[src/rtl/seg_pkg.sv]
`default_nettype none
// +----------------------------------------------------------------------+
// | seg_pkg                                                               |
// | Shared types, constants and helpers for the 7-segment scan datapath.  |
// | Revision: 1.0                                                         |
// +----------------------------------------------------------------------+
package seg_pkg;

    typedef enum logic [0:0] {
        ST_GAP  = 1'b0,
        ST_SHOW = 1'b1
    } state_e;

    localparam logic [6:0] SEG_BLANK = 7'h7F;

    // Value is zero-extended to the widest supported display (8 digits).
    function automatic logic [3:0] nibble_sel(input logic [31:0] value, input logic [2:0] idx);
        return value[{idx, 2'b00} +: 4];
    endfunction

endpackage
`default_nettype wire

[src/rtl/segment_decoder_7bit.sv]
`default_nettype none
// +----------------------------------------------------------------------+
// | segment_decoder_7bit                                                  |
// | Hex nibble to active-low {a,b,c,d,e,f,g} segment pattern.             |
// | Revision: 1.0                                                         |
// +----------------------------------------------------------------------+
module segment_decoder_7bit
    import seg_pkg::*;
(
    input  logic [3:0] nibble,
    output logic [6:0] seg
);

    always_comb begin
        seg = SEG_BLANK;
        case (nibble)
            4'h0: seg = 7'h01;
            4'h1: seg = 7'h4F;
            4'h2: seg = 7'h12;
            4'h3: seg = 7'h06;
            4'h4: seg = 7'h4C;
            4'h5: seg = 7'h24;
            4'h6: seg = 7'h20;
            4'h7: seg = 7'h0F;
            4'h8: seg = 7'h00;
            4'h9: seg = 7'h04;
            4'hA: seg = 7'h08;
            4'hB: seg = 7'h60;
            4'hC: seg = 7'h31;
            4'hD: seg = 7'h42;
            4'hE: seg = 7'h30;
            4'hF: seg = 7'h38;
        endcase
    end

endmodule
`default_nettype wire

[src/rtl/seven_seg_scan_ctrl.sv]
`default_nettype none
// +----------------------------------------------------------------------+
// | seven_seg_scan_ctrl                                                   |
// | Multiplexed scan of a common-anode display with blanking gaps and     |
// | frame-synchronous double-buffered updates.                            |
// | Revision: 1.0                                                         |
// +----------------------------------------------------------------------+
module seven_seg_scan_ctrl
    import seg_pkg::*;
#(
    parameter int N_DIGITS = 4,
    parameter int DIV      = 50000,
    parameter int GAP      = 500
) (
    input  logic                  clk,
    input  logic                  reset,
    input  logic [4*N_DIGITS-1:0] value,
    input  logic [N_DIGITS-1:0]   blank,
    input  logic                  load,
    output logic                  pending,
    output logic [N_DIGITS-1:0]   anode_n,
    output logic [6:0]            seg,
    output logic                  frame_start
);

    localparam int TMAX = (DIV > GAP) ? DIV : GAP;
    localparam int TW   = $clog2(TMAX + 1);
    localparam int IW   = $clog2(N_DIGITS);

    localparam logic [0:0]    C_ST_GAP   = ST_GAP;
    localparam logic [0:0]    C_ST_SHOW  = ST_SHOW;
    localparam logic [TW-1:0] C_DIV_LAST = TW'(DIV - 1);
    localparam logic [TW-1:0] C_GAP_LAST = TW'(GAP - 1);
    localparam logic [IW-1:0] C_IDX_LAST = IW'(N_DIGITS - 1);

    logic [0:0]            r_state;
    logic [TW-1:0]         r_timer;
    logic [IW-1:0]         r_idx;
    logic                  r_pending;
    logic [4*N_DIGITS-1:0] r_shadow;
    logic [N_DIGITS-1:0]   r_shadow_blank;
    logic [4*N_DIGITS-1:0] r_display;
    logic [N_DIGITS-1:0]   r_display_blank;
    logic [N_DIGITS-1:0]   r_anode_n;
    logic [6:0]            r_seg;
    logic                  r_frame_start;

    logic                  w_timer_done;
    logic                  w_frame_edge;
    logic [3:0]            w_nibble;
    logic [6:0]            w_dec_seg;
    logic [N_DIGITS-1:0]   w_anode_n;
    logic [6:0]            w_seg;
    logic                  w_frame_start;

    assign w_timer_done = (r_state == C_ST_SHOW) ? (r_timer == C_DIV_LAST)
                                                 : (r_timer == C_GAP_LAST);
    // idx already points at the next digit while in GAP, so idx==0 marks the frame boundary.
    assign w_frame_edge = (r_state == C_ST_GAP) && w_timer_done && (r_idx == '0);

    assign w_nibble = nibble_sel(32'(r_display), 3'(r_idx));

    segment_decoder_7bit u_decoder (
        .nibble (w_nibble),
        .seg    (w_dec_seg)
    );

    always_comb begin
        w_anode_n     = '1;
        w_seg         = SEG_BLANK;
        w_frame_start = 1'b0;
        if (r_state == C_ST_SHOW) begin
            w_anode_n[r_idx] = 1'b0;
            if (!r_display_blank[r_idx]) begin
                w_seg = w_dec_seg;
            end
            w_frame_start = (r_idx == '0) && (r_timer == '0);
        end
    end

    always_ff @(posedge clk) begin
        if (reset) begin
            r_state         <= C_ST_GAP;
            r_timer         <= '0;
            r_idx           <= '0;
            r_pending       <= 1'b0;
            r_shadow        <= '0;
            r_shadow_blank  <= '0;
            r_display       <= '0;
            r_display_blank <= '1;
            r_anode_n       <= '1;
            r_seg           <= SEG_BLANK;
            r_frame_start   <= 1'b0;
        end else begin
            r_anode_n     <= w_anode_n;
            r_seg         <= w_seg;
            r_frame_start <= w_frame_start;

            if (w_timer_done) begin
                r_timer <= '0;
                if (r_state == C_ST_SHOW) begin
                    r_state <= C_ST_GAP;
                    r_idx   <= (r_idx == C_IDX_LAST) ? '0 : r_idx + IW'(1);
                end else begin
                    r_state <= C_ST_SHOW;
                end
            end else begin
                r_timer <= r_timer + TW'(1);
            end

            if (w_frame_edge && r_pending) begin
                r_display       <= r_shadow;
                r_display_blank <= r_shadow_blank;
            end

            // A load coinciding with a commit stays pending for the following frame.
            if (load) begin
                r_shadow       <= value;
                r_shadow_blank <= blank;
                r_pending      <= 1'b1;
            end else if (w_frame_edge) begin
                r_pending      <= 1'b0;
            end
        end
    end

    assign pending     = r_pending;
    assign anode_n     = r_anode_n;
    assign seg         = r_seg;
    assign frame_start = r_frame_start;

endmodule
`default_nettype wire

[config.mk]
export PLATFORM = sky130hd
export DESIGN_NAME = seven_seg_scan_ctrl
export DESIGN_NICKNAME = d
export VERILOG_FILES = /design/src/rtl/seg_pkg.sv /design/src/rtl/segment_decoder_7bit.sv /design/src/rtl/seven_seg_scan_ctrl.sv
export SDC_FILE = /design/constraint.sdc
export NUM_CORES = 1
export LEC_CHECK = 0
export CAP_MARGIN = 20
export CORE_ASPECT_RATIO = 1.2
export CORE_MARGIN = 2
export CORE_UTILIZATION = 50
export CTS_CLUSTER_DIAMETER = 40
export CTS_CLUSTER_SIZE = 20
export DETAILED_ROUTE_END_ITERATION = 7
export MAX_ROUTING_LAYER = met4
export PLACE_DENSITY = 0.71
export SYNTH_ARGS = -nofsm -noshare
export SYNTH_HDL_FRONTEND = slang
export SYNTH_SLANG_ARGS = --single-unit
[constraint.sdc]
create_clock -name clk -period 3.8 [get_ports clk]
set_input_delay 1.14 -clock clk [delete_from_list [all_inputs] [get_ports clk]]
set_output_delay 1.14 -clock clk [all_outputs]
set_load 0.05 [all_outputs]
* Word-level counts from Yosys, hierarchy flattened
Memories as Yosys holds them, arrays and structs flattened. A register that Yosys moved wholly into a read port is not among the register bits. Index checks and enable logic that the tools add are counted.
Operators by class: $add $sub $neg 2, order comparisons 2, equal/unequal tests 3, shifts and indexed selects 1, multiplexer cells 9, bitwise logic cells 2, reduce and logical (&&, ||, !) cells 12
Operators by type and width (number):
- $shiftx 32x5->4 | 1
- $add 16x1->16 const B | 1
- $eq 16x16->1 const B | 1
- $eq 16x9->1 const B | 1
- $logic_not 16->1 | 1
- $mux 1 | 6
- $logic_and 1x1->1 | 5
- $not 4->4 | 1
- $reduce_or 2->1 | 2
- $lt 2x3->1 const B | 1
- $reduce_or 3->1 | 1
- $add 2x1->2 const B | 1
- $bmux 1 s2 | 1
- $demux 1 s2 | 1
- $eq 2x2->1 const B | 1
- $ge 2x1->1 const B | 1
- $logic_not 2->1 | 1
- $mux 2 | 1
- $reduce_and 2->1 | 1
- $reduce_bool 2->1 | 1
- $not 1->1 | 1
Word-level totals: flip-flop bits (word level) 65, bits in read-only memories 112, output and inout port bits 13, logic and storage cells 42, memories 1
Memories:
- (name not given) | words 16, width 7, read ports 1, clocked after memory_dff 1, wr ports 0, line segment_decoder_7bit.sv:16 | case (nibble)

* Longest topological paths before layout
Gate-level depths: netlist of the first run.
depth after elaboration 6, gate-level depth with buffers 7, mapped depth without buffers 6

* Modules after synthesis
Synthesis of the first run repeated with hierarchy kept, for this count alone.
Unflattened totals: cells, all modules 344, area total of the unflattened synthesis 3409.5 um^2
By module, submodules not included:
- seven_seg_scan_ctrl | instances 1, cells each 312, area an instance 3135.5 um^2
- segment_decoder_7bit | instances 1, cells each 32, area an instance 274.0 um^2

* Least setup slack after synthesis of the first run
No wires, ideal clock.
path type input -> register, start point input reset, end point register r_seg[3] (netlist: seg[3]), arrival time 2.152 ns, required time 3.671 ns, path slack 1.519 ns, stages on the path 6, path buffers 2, cells stage by stage clkbuf_1 -> nor2b_1 -> nor2b_1 -> clkbuf_1 -> and3_1 -> a31oi_1
On the way: word-level cells in the longest chain between the ends 1
RTL lines:
- start: declaration | line seven_seg_scan_ctrl.sv:16 | input logic reset,
- $reduce_or 3->1 (no line)
- end: declaration | line seven_seg_scan_ctrl.sv:45 | logic [6:0] r_seg;
Every way passes these cells. A chain may end at the register's enable or synchronous reset.

* Final worst setup path of the first run
start point register r_pending (netlist: pending), end point output pending
RTL lines:
- start: declaration | line seven_seg_scan_ctrl.sv:39 | logic r_pending;
- start signal: assignment | line seven_seg_scan_ctrl.sv:86 | r_pending <= 1'b0;
- start signal: assignment | line seven_seg_scan_ctrl.sv:120 | r_pending <= 1'b1;
- start signal: assignment | line seven_seg_scan_ctrl.sv:122 | r_pending <= 1'b0;
- end: declaration | line seven_seg_scan_ctrl.sv:20 | output logic pending,
No word-level cell between the ends.

==> results of run 1 <==
## stage by stage
| stage | util | power (mW) |
|---|---|---|
| 5_1_grt | 0.608 | 1.55 |
| 4_1_cts | 0.608 | 1.50 |
| 3_3_place_gp | 0.576 | 0.879 |
| 2_1_floorplan | - | 0.848 |
| 6_report | 0.608 | 1.48 |
| 3_5_place_dp | 0.576 | 0.882 |
## Yosys cell counts (3+ instances only)
cell and number:
a21oi_1 4, buf_4 3, clkbuf_1 12, dfxtp_1 72, ha_1 12, inv_1 14
mux2i_1 42, mux4_2 5, nand2_1 9, nand2b_1 34, nand3_1 8, nand4_1 6
nor2_1 36, nor2b_1 4, nor3_1 22, nor4_1 4, o221ai_1 4, xnor2_1 12
## logic make-up (layout without fill, tap and decap cells)
kind of cell               Yosys count  count (layout)  share of synthesized area
and+or+nand+nor                    134             134                      0.220
xor gates and xnor gates            14              14                     0.0370
buffers and inverters               35              68                     0.0487
DFF                                 72              72                      0.435
muxes                               49              49                      0.169
AOI/OAI and AO/OA                   19              19                     0.0460
adders and majority gates           12              12                     0.0453
## power by group through the flow
stage               clock (mW)  sequential, mW  combinational, mW
floorplan                    0           0.798             0.0497
global placement             0           0.798             0.0816
detailed placement           0           0.798             0.0839
CTS                      0.633           0.781             0.0839
global route             0.671           0.782             0.0927
finish                   0.617           0.781             0.0827
## how the worst min path moves through the flow
stage,from,to,cells past startpoint
after CTS,r_display[14]$_SDFFE_PP0P_,r_display[14]$_SDFFE_PP0P_,2
after global routing,r_display[14]$_SDFFE_PP0P_,r_display[14]$_SDFFE_PP0P_,2
after detailed placement,r_display[12]$_SDFFE_PP0P_,r_display[12]$_SDFFE_PP0P_,2
after floorplan,r_display[4]$_SDFFE_PP0P_,r_display[4]$_SDFFE_PP0P_,2
after global placement,r_display[7]$_SDFFE_PP0P_,r_display[7]$_SDFFE_PP0P_,2
final,r_display[14]$_SDFFE_PP0P_,r_display[14]$_SDFFE_PP0P_,2
## layout make-up
cell class | instances | area [um2]
fill | 586 | 2510
timing repair buffer | 38 | 368
multi-input combinational | 228 | 1720
sequential | 72 | 1440
clock buffer | 11 | 151
tap | 85 | 106
clock inverter | 5 | 55.1
inverter | 14 | 52.6
## sequential cells by signal (all words and copies together), names as in the netlist
name / count
r_display: 16
r_shadow: 16
pending: 1
r_display_blank: 4
seg: 7
r_timer: 16
anode_n: 4
r_idx: 2
frame_start: 1
r_state: 1
r_shadow_blank: 4
## layer usage
layer | up-vias | track usage | routed length (um)
li1 | 1204 | - | -
met1 | 1091 | 0.216 | 2650
met2 | 48 | 0.297 | 2810
met3 | 7 | 0.0550 | 269
met4 | 0 | 0.0804 | 95
met5 | - | - | 0
==> out/results.ini, run 1 <==
[outcome]
status = complete, no violations

[worst_setup_path]
cp.depth = 1
r2r-start = r_timer[9]$_SDFF_PP0_
crit_slowest_cell = clkdlybuf4s50_1
worstPathCellList = clkdlybuf4s50_1
worstSetupEndpointType = primary output
setup.worst_path.end = pending
cp_data_arrival_time_ns = 1.53
max_stage_delay_ns = 0.82
critPathLaunch = pending$_SDFFE_PP0P_
crit_family = buffers and inverters
critPathMaxFanout = 3
reg2regPathDepth = 4
cp_num_buf_inv = 1
regToRegSetupSlack_ns = 1.62
worst_ep_required_time_ns = 2.66
start_kind = register
crit_type = reg2out
r2r-end = r_state$_SDFFE_PP0N_

[yosys]
syn_area_um2 = 3320
synth.avg_cell_area_um2 = 9.90
synth_top_cell_by_area = dfxtp_1
synth-edff-count = 0
synth_warnings = 0
synth_seq_cells = 72
synth_top_area_frac = 0.435
synth-async-reset-ratio = 0
ys_seq_area_frac = 0.435
synth_ff_type = dfxtp_1
synthesis.nets = 370
syn_inst = 335
synth.area.top_cells = dfxtp_1 43%, mux2i_1 13%, nand2b_1 6.4%, ha_1 4.5%, nor2_1 4.1%
synth_cell_types = 47

[pwr]
sw_frac_of_total = 0.221
vdd_drop_max_mv = 0.236
power_frac_comb = 0.056
clock_power_share = 0.417
p_int_mw = 1.15
p_leak_nw = 1.36
switching_power_uw = 327
powerDensity_nw_per_um2 = 380
power_frac_seq = 0.527

[die]
rows = 32
die_x_um = 78.4
start_util = 0.518
die_y_um = 93.2
die_area_um2 = 7300
core-area_um2 = 6410
io_pins = 36

[final_layout]
diodes = 0
mostFrequentLayoutCells = 72 x dfxtp_1, 42 x mux2i_1, 36 x nor2_1
final_area_um2 = 3900
final_common_cell = dfxtp_1
layout-drive-gt1-share = 0.0897
syn_to_final_growth_pct = 17.5
layout.nets = 398
finalNonFillerCells = 453

[grt]
grt_use_total = 0.185
grt_max_degree = 81
grt.overflow.total = 0
antenna_found_initial = 0
grt_pass1_vias = 2276
grt_pass1_wl_um = 10200

[cts]
post_cts_resize_count = 0
postCtsSetupBuffers = 0
h-tree-depth = 3
cts_made_buffers = 9
path_clk_slew_ns = 0.07
cts_tree = yes
cts_buffer_depth = 2
cts_root_buf = clkbuf_8
worstSkewPairLatency_ns = 0.35
cts.sinks = 72
cts_hold_buffers = 0

[timing]
period_minus_slack_ns = 2.67
finalSetupViolations = 0
fin_ws_ns = 1.13
rsz0062_at_grt = false
worstMarginPinSlew_ns = 0.764
max_clock_freq_mhz = 374
maxSlewViolCount = 0
period_share = 0.703
fin_setup_tns_ns = 0
timing.hold.ws_ns = 0.472
skew_ns = 0.0141
hold_viol = 0
slew_headroom = 0.489

[placement]
pre_cts_slack_ns = 1.31
gp_congestion = 0.875
port_buffers = 35
dpl.cell_count = 437
dpl_cell_area_um2 = 3690
dp_hpwl_um = 4050

[detailed_routing]
drt-initial-drc-count = 108
remaining_drc_errors = 0
vias_per_cell = 5.19
wire_per_inst_um = 12.9
postRouteAntennaNets = 0
via_count = 2350
routed_wl_um = 5830
drt-pass1-iter-count = 4

[job]
cap_violations = 0

[worst_hold_path]
hp-class = reg2reg

Note: power is estimated with default switching activity, not from simulation.
==> run 2, diff against run 1 <==
PLACE_DENSITY = 0.74   (was 0.71)
clock period = 2.3 ns   (was 3.8 ns; I/O delays follow)
==> run 2 against run 1 <==
Setup slack worse by 1.0 ns; global-route usage rose by 0.77 points; clock skew down 0.0019 ns; largest cell class unchanged.
==> out/results.ini, run 2 (same netlist as run 1, synthesis figures left out) <==
[outcome]
status = complete, no violations

[pwr]
p_int_mw = 1.88  ; +63%
power_frac_seq = 0.534  ; +0.007
sw_frac_of_total = 0.220  ; -0.000960
vdd_drop_max_mv = 0.493  ; +110%
clock_power_share = 0.407  ; -0.010
switching_power_uw = 530  ; +62%
powerDensity_nw_per_um2 = 611  ; +61%
power_frac_comb = 0.058  ; +0.002
p_leak_nw = 1.39  ; +1.9%

[timing]
worstMarginPinSlew_ns = 0.503  ; -0.260 ns
finalSetupViolations = 0  ; unchanged
skew_ns = 0.0122  ; -0.00190 ns
fin_ws_ns = 0.0998  ; -1.03 ns
period_minus_slack_ns = 2.20
slew_headroom = 0.663  ; +0.174
fin_setup_tns_ns = 0  ; unchanged
hold_viol = 0  ; unchanged
period_share = 0.957
max_clock_freq_mhz = 455
rsz0062_at_grt = false
maxSlewViolCount = 0  ; unchanged

[worst_setup_path]
crit_slowest_cell = clkdlybuf4s50_1
cp_num_buf_inv = 1  ; unchanged
cp_data_arrival_time_ns = 1.51  ; -0.02 ns
crit_family = buffers and inverters
worstPathCellList = clkdlybuf4s50_1
critPathMaxFanout = 3  ; unchanged
start_kind = register
worst_ep_required_time_ns = 1.61  ; -1.05 ns
r2r-start = r_idx[1]$_SDFFE_PP0P_
worstSetupEndpointType = primary output
critPathLaunch = pending$_SDFFE_PP0P_
crit_type = reg2out
max_stage_delay_ns = 0.81  ; about the same

[cts]
cts_tree = yes
cts_buffer_depth = 2  ; unchanged
worstSkewPairLatency_ns = 0.34  ; about the same
postCtsSetupBuffers = 0  ; unchanged
cts_made_buffers = 9  ; unchanged
cts_root_buf = clkbuf_8
cts_hold_buffers = 0  ; unchanged
path_clk_slew_ns = 0.08  ; about the same
h-tree-depth = 3  ; unchanged
cts.sinks = 72  ; unchanged
post_cts_resize_count = 0  ; unchanged

[die]
die_y_um = 93.2  ; unchanged
start_util = 0.518  ; unchanged
die_x_um = 78.4  ; unchanged
rows = 32  ; unchanged
io_pins = 36  ; unchanged
die_area_um2 = 7300  ; unchanged
core-area_um2 = 6410  ; unchanged

[worst_hold_path]
hold_start = r_shadow[14]$_SDFFE_PP0P_
hp-class = reg2reg

[placement]
gp_congestion = 0.808  ; -7.7%
dp_hpwl_um = 4210  ; +4.1%
pre_cts_slack_ns = 0.229  ; -1.08 ns
port_buffers = 35  ; unchanged

[detailed_routing]
remaining_drc_errors = 0  ; unchanged
route.met3.wl_um = 294  ; +9.3%
drt-initial-drc-count = 151  ; +40%
wl_met1_um = 2790  ; +5.1%
wl_met2_um = 2710  ; -3.7%
wire_per_inst_um = 13.0  ; +0.98%
drt-pass1-iter-count = 4  ; unchanged
vias_per_cell = 5.15  ; -0.70%
topRoutingLayerUsed = met4
routed_wl_um = 5930  ; +1.6%
via_count = 2349  ; -0.043%
postRouteAntennaNets = 0  ; unchanged

[grt]
grt_pass1_wl_um = 10800  ; +5.6%
grt_pass1_vias = 2260  ; -0.70%
grt_max_degree = 81  ; unchanged
antenna_found_initial = 0  ; unchanged
grt_use_total = 0.193  ; +0.00774
grt.overflow.total = 0  ; unchanged

[final_layout]
diodes = 0  ; unchanged
mostFrequentLayoutCells = 72 x dfxtp_1, 42 x mux2i_1, 36 x nor2_1
syn_to_final_growth_pct = 19.0
top_regs = r_display (16), r_shadow (16), r_timer (16)
layout-drive-gt1-share = 0.0943  ; +0.00467
final_common_cell = dfxtp_1
layout.nets = 401  ; +0.75%

[job]
cap_violations = 0  ; unchanged

==> run 2: cell types whose count changed in the layout (fill, tap and decap cells not counted), sizes merged <==
cell      change
buf           +3
clkinv        +1
clkinvlp      -1
==> run 2: stage by stage <==
stage / hold slack (ns) / utilization / power (mW) / std cells / instance area [um2]
floorplan: 0.445 / - / 1.40 / 335 / 3320
global placement: 0.462 / 0.585 / 1.46 / 440 / 3750
detailed placement: 0.470 / 0.585 / 1.46 / 440 / 3750
CTS: 0.472 / 0.616 / 2.44 / 456 / 3950
global route: 0.491 / 0.616 / 2.53 / 456 / 3950
finish: 0.469 / 0.616 / 2.41 / 456 / 3950
==> run 2: final timing paths <==
kind                                                   end  slack [ns]  cells past startpoint
worst max-delay path                               pending         0.1                      1
worst min-delay path            r_display[14]$_SDFFE_PP0P_        0.47                      2
worst max register to register           seg[3]$_SDFF_PP1_        0.18                      6
worst min register to register  r_display[14]$_SDFFE_PP0P_        0.47                      2
==> run 2: worst reg2reg max path, delay by kind of cell, from the launching register on <==
kind / cells / cell delay (ns)
buffers and inverters: 1 / 0.14
muxes: 2 / 0.75
DFF: 1 / 0.54
AOI/OAI and AO/OA: 1 / 0.16
adders and majority gates: 1 / 0.26
and+or+nand+nor: 1 / 0.18
==> run 2: power groups by stage <==
stage | clock (mW) | sequential, mW | combinational, mW
2_1_floorplan | 0 | 1.32 | 0.0822
3_3_place_gp | 0 | 1.32 | 0.140
3_5_place_dp | 0 | 1.32 | 0.143
4_1_cts | 1.01 | 1.29 | 0.143
5_1_grt | 1.08 | 1.29 | 0.157
6_report | 0.982 | 1.29 | 0.141
==> run 2: area by class of cell <==
cell class,instances,area (um2)
Multi-Input combinational cell,228,1720
Timing Repair Buffer,41,428
Clock buffer,11,141
Fill cell,554,2460
Clock inverter,5,56.3
Sequential cell,72,1440
Tap cell,85,106
Inverter,14,52.6
==> run 2: metal layers <==
layer / up-vias / global-route usage
li1: 1210 / -
met1: 1065 / 0.248
met2: 64 / 0.274
met3: 10 / 0.0676
met4: 0 / 0.0863
met5: - / -
==> run 3, diff against run 2 <==
CORE_ASPECT_RATIO = 0.9   (was 1.2)
GPL_ROUTABILITY_DRIVEN = 0   (was not set)
==> run 3 against run 2 <==
Setup slack worse by 0.0022 ns; non-clock buffer count up 2; die area about the same; clock power up 17%; maximum frequency about the same; clock-buffer cell count up 3; largest cell class unchanged; first-iteration DRC count down 32%; worst hold slack better by 0.0077 ns; flip-flop and latch count unchanged; clock skew down 0.0073 ns; sequential share of layout area down 0.51 points; cell count up 1.5%.
==> out/results.ini, run 3 (same netlist as run 1, synthesis figures left out) <==
[worst_setup_path]
crit_family = buffers and inverters
max_stage_delay_ns = 0.81  ; about the same
crit_slowest_cell = clkdlybuf4s50_1
cp_num_buf_inv = 1  ; unchanged
critPathMaxFanout = 3  ; unchanged
start_kind = register
worst_ep_required_time_ns = 1.61  ; about the same
regToRegSetupSlack_ns = 0.40  ; +0.22 ns
worstSetupEndpointType = primary output
worstPathCellList = clkdlybuf4s50_1
r2r-end = seg[6]$_SDFF_PP1_
cp_data_arrival_time_ns = 1.51  ; about the same
crit_type = reg2out
reg2regPathDepth = 4  ; -2
r2r-start = r_idx[0]$_SDFFE_PP0P_

[placement]
dp_hpwl_um = 4210  ; about the same
port_buffers = 35  ; unchanged
dpl.cell_count = 447  ; +1.6%
dpl_cell_area_um2 = 3770  ; +0.57%
pre_cts_slack_ns = 0.425  ; +0.196 ns

[cts]
cts_tree = yes
cts_buffer_depth = 2  ; unchanged
cts.sinks = 72  ; unchanged
cts_made_buffers = 9  ; unchanged
worstSkewPairLatency_ns = 0.34  ; about the same
postCtsSetupBuffers = 0  ; unchanged
cts_hold_buffers = 0  ; unchanged
h-tree-depth = 3  ; unchanged
path_clk_slew_ns = 0.07  ; about the same
post_cts_resize_count = 0  ; unchanged
cts_root_buf = clkbuf_8

[final_layout]
finalNonFillerCells = 463  ; +1.5%
diodes = 0  ; unchanged
top_regs = r_display (16), r_shadow (16), r_timer (16)
final_common_cell = dfxtp_1
layout.nets = 403  ; +0.50%
layout-drive-gt1-share = 0.0965  ; +0.00218
mostFrequentLayoutCells = 72 x dfxtp_1, 42 x mux2i_1, 36 x nor2_1
final_area_um2 = 4000  ; +1.4%
fillerInstances = 547  ; -1.3%
syn_to_final_growth_pct = 20.7

[pwr]
sw_frac_of_total = 0.205  ; -0.0144
p_leak_nw = 1.42  ; +2.1%
clock_power_share = 0.446  ; +0.039
powerDensity_nw_per_um2 = 646  ; +5.7%
vdd_drop_max_mv = 0.394  ; -20%
p_int_mw = 2.06  ; +9.2%
power_frac_seq = 0.499  ; -0.035
switching_power_uw = 531  ; +0.18%
power_frac_comb = 0.055  ; -0.003

[timing]
period_minus_slack_ns = 2.20  ; +0.00216 ns
skew_ns = 0.00492  ; -0.00726 ns
fin_setup_tns_ns = 0  ; unchanged
period_share = 0.958  ; about the same
timing.hold.ws_ns = 0.476  ; +0.00766 ns
worstMarginPinSlew_ns = 0.495  ; -0.00796 ns
maxSlewViolCount = 0  ; unchanged
max_clock_freq_mhz = 454  ; about the same
hold_viol = 0  ; unchanged
slew_headroom = 0.669  ; +0.00532
rsz0062_at_grt = false
finalSetupViolations = 0  ; unchanged
fin_ws_ns = 0.0976  ; -0.00216 ns

[grt]
grt_pass1_vias = 2190  ; -3.1%
grt_pass1_wl_um = 10600  ; -1.1%
antenna_found_initial = 0  ; unchanged
grt.overflow.total = 0  ; unchanged
grt_max_degree = 81  ; unchanged
grt_use_total = 0.188  ; -0.00506

[detailed_routing]
drt-pass1-iter-count = 4  ; unchanged
drt-initial-drc-count = 103  ; -32%
wire_per_inst_um = 13.3  ; +2.4%
remaining_drc_errors = 0  ; unchanged
vias_per_cell = 5.13  ; -0.38%
via_count = 2376  ; +1.1%
routed_wl_um = 6160  ; +4.0%
postRouteAntennaNets = 0  ; unchanged

[job]
cap_violations = 0  ; unchanged

[die]
die_y_um = 81.3  ; -13%
io_pins = 36  ; unchanged
core-area_um2 = 6480  ; +1.2%
rows = 28  ; -13%
start_util = 0.512  ; -0.00600
die_area_um2 = 7300  ; about the same
die_x_um = 89.9  ; +15%

[worst_hold_path]
hp-class = reg2reg
worstHoldPathCells = 2  ; unchanged
min_to = r_display[7]$_SDFFE_PP0P_
hold_start = r_display[7]$_SDFFE_PP0P_

[outcome]
status = complete, no violations

==> run 3: cell type report <==
| cell class | count | area [um2] | share of cell area |
|---|---|---|---|
| Clock inverter | 2 | 60.1 | 0.0150 |
| Multi-Input combinational cell | 228 | 1720 | 0.430 |
| Clock buffer | 14 | 173 | 0.0431 |
| Inverter | 14 | 52.6 | 0.0131 |
| Tap cell | 90 | 113 | 0.0281 |
| Timing Repair Buffer | 43 | 443 | 0.111 |
| Sequential cell | 72 | 1440 | 0.360 |
==> run 3: worst max-delay path by stage <==
stage / to / slack [ns] / cells past startpoint / startpoint
2_1_floorplan: seg[3]$_SDFF_PP1_ / 0.47 / 6 / reset
3_3_place_gp: pending$_SDFFE_PP0P_ / 0.45 / 5 / r_timer[9]$_SDFF_PP0_
3_5_place_dp: seg[6]$_SDFF_PP1_ / 0.43 / 4 / r_idx[0]$_SDFFE_PP0P_
4_1_cts: pending / 0.07 / 1 / pending$_SDFFE_PP0P_
5_1_grt: pending / 0.05 / 1 / pending$_SDFFE_PP0P_
6_report: pending / 0.1 / 1 / pending$_SDFFE_PP0P_
==> run 3: worst register-to-register path: stages (launching register included) <==
cell and delay (ns):
dfxtp_1 0.58, mux4_2 0.70, nand2b_1 0.25, and3b_1 0.21
o21ai_1 0.10
==> run 3: metal layers <==
| layer | routed length, um | global-route usage | up-vias |
|---|---|---|---|
| met5 | 0 | - | - |
| met4 | 106 | 0.0862 | 0 |
| met3 | 231 | 0.0390 | 9 |
| met2 | 2490 | 0.263 | 48 |
| met1 | 3330 | 0.262 | 1102 |
| li1 | - | - | 1217 |
==> run 3: stage by stage <==
step | util | total power [mW]
global route | 0.618 | 2.68
detailed placement | 0.582 | 1.46
floorplan | - | 1.40
CTS | 0.618 | 2.61
finish | 0.618 | 2.59
global placement | 0.582 | 1.46
==> run 3: power by group through the flow <==
stage               clock (mW)  combinational [mW]  sequential (mW)
finish                    1.15               0.142             1.29
global route              1.23               0.158             1.29
CTS                       1.17               0.144             1.29
detailed placement           0               0.144             1.32
global placement             0               0.142             1.32
floorplan                    0              0.0822             1.32
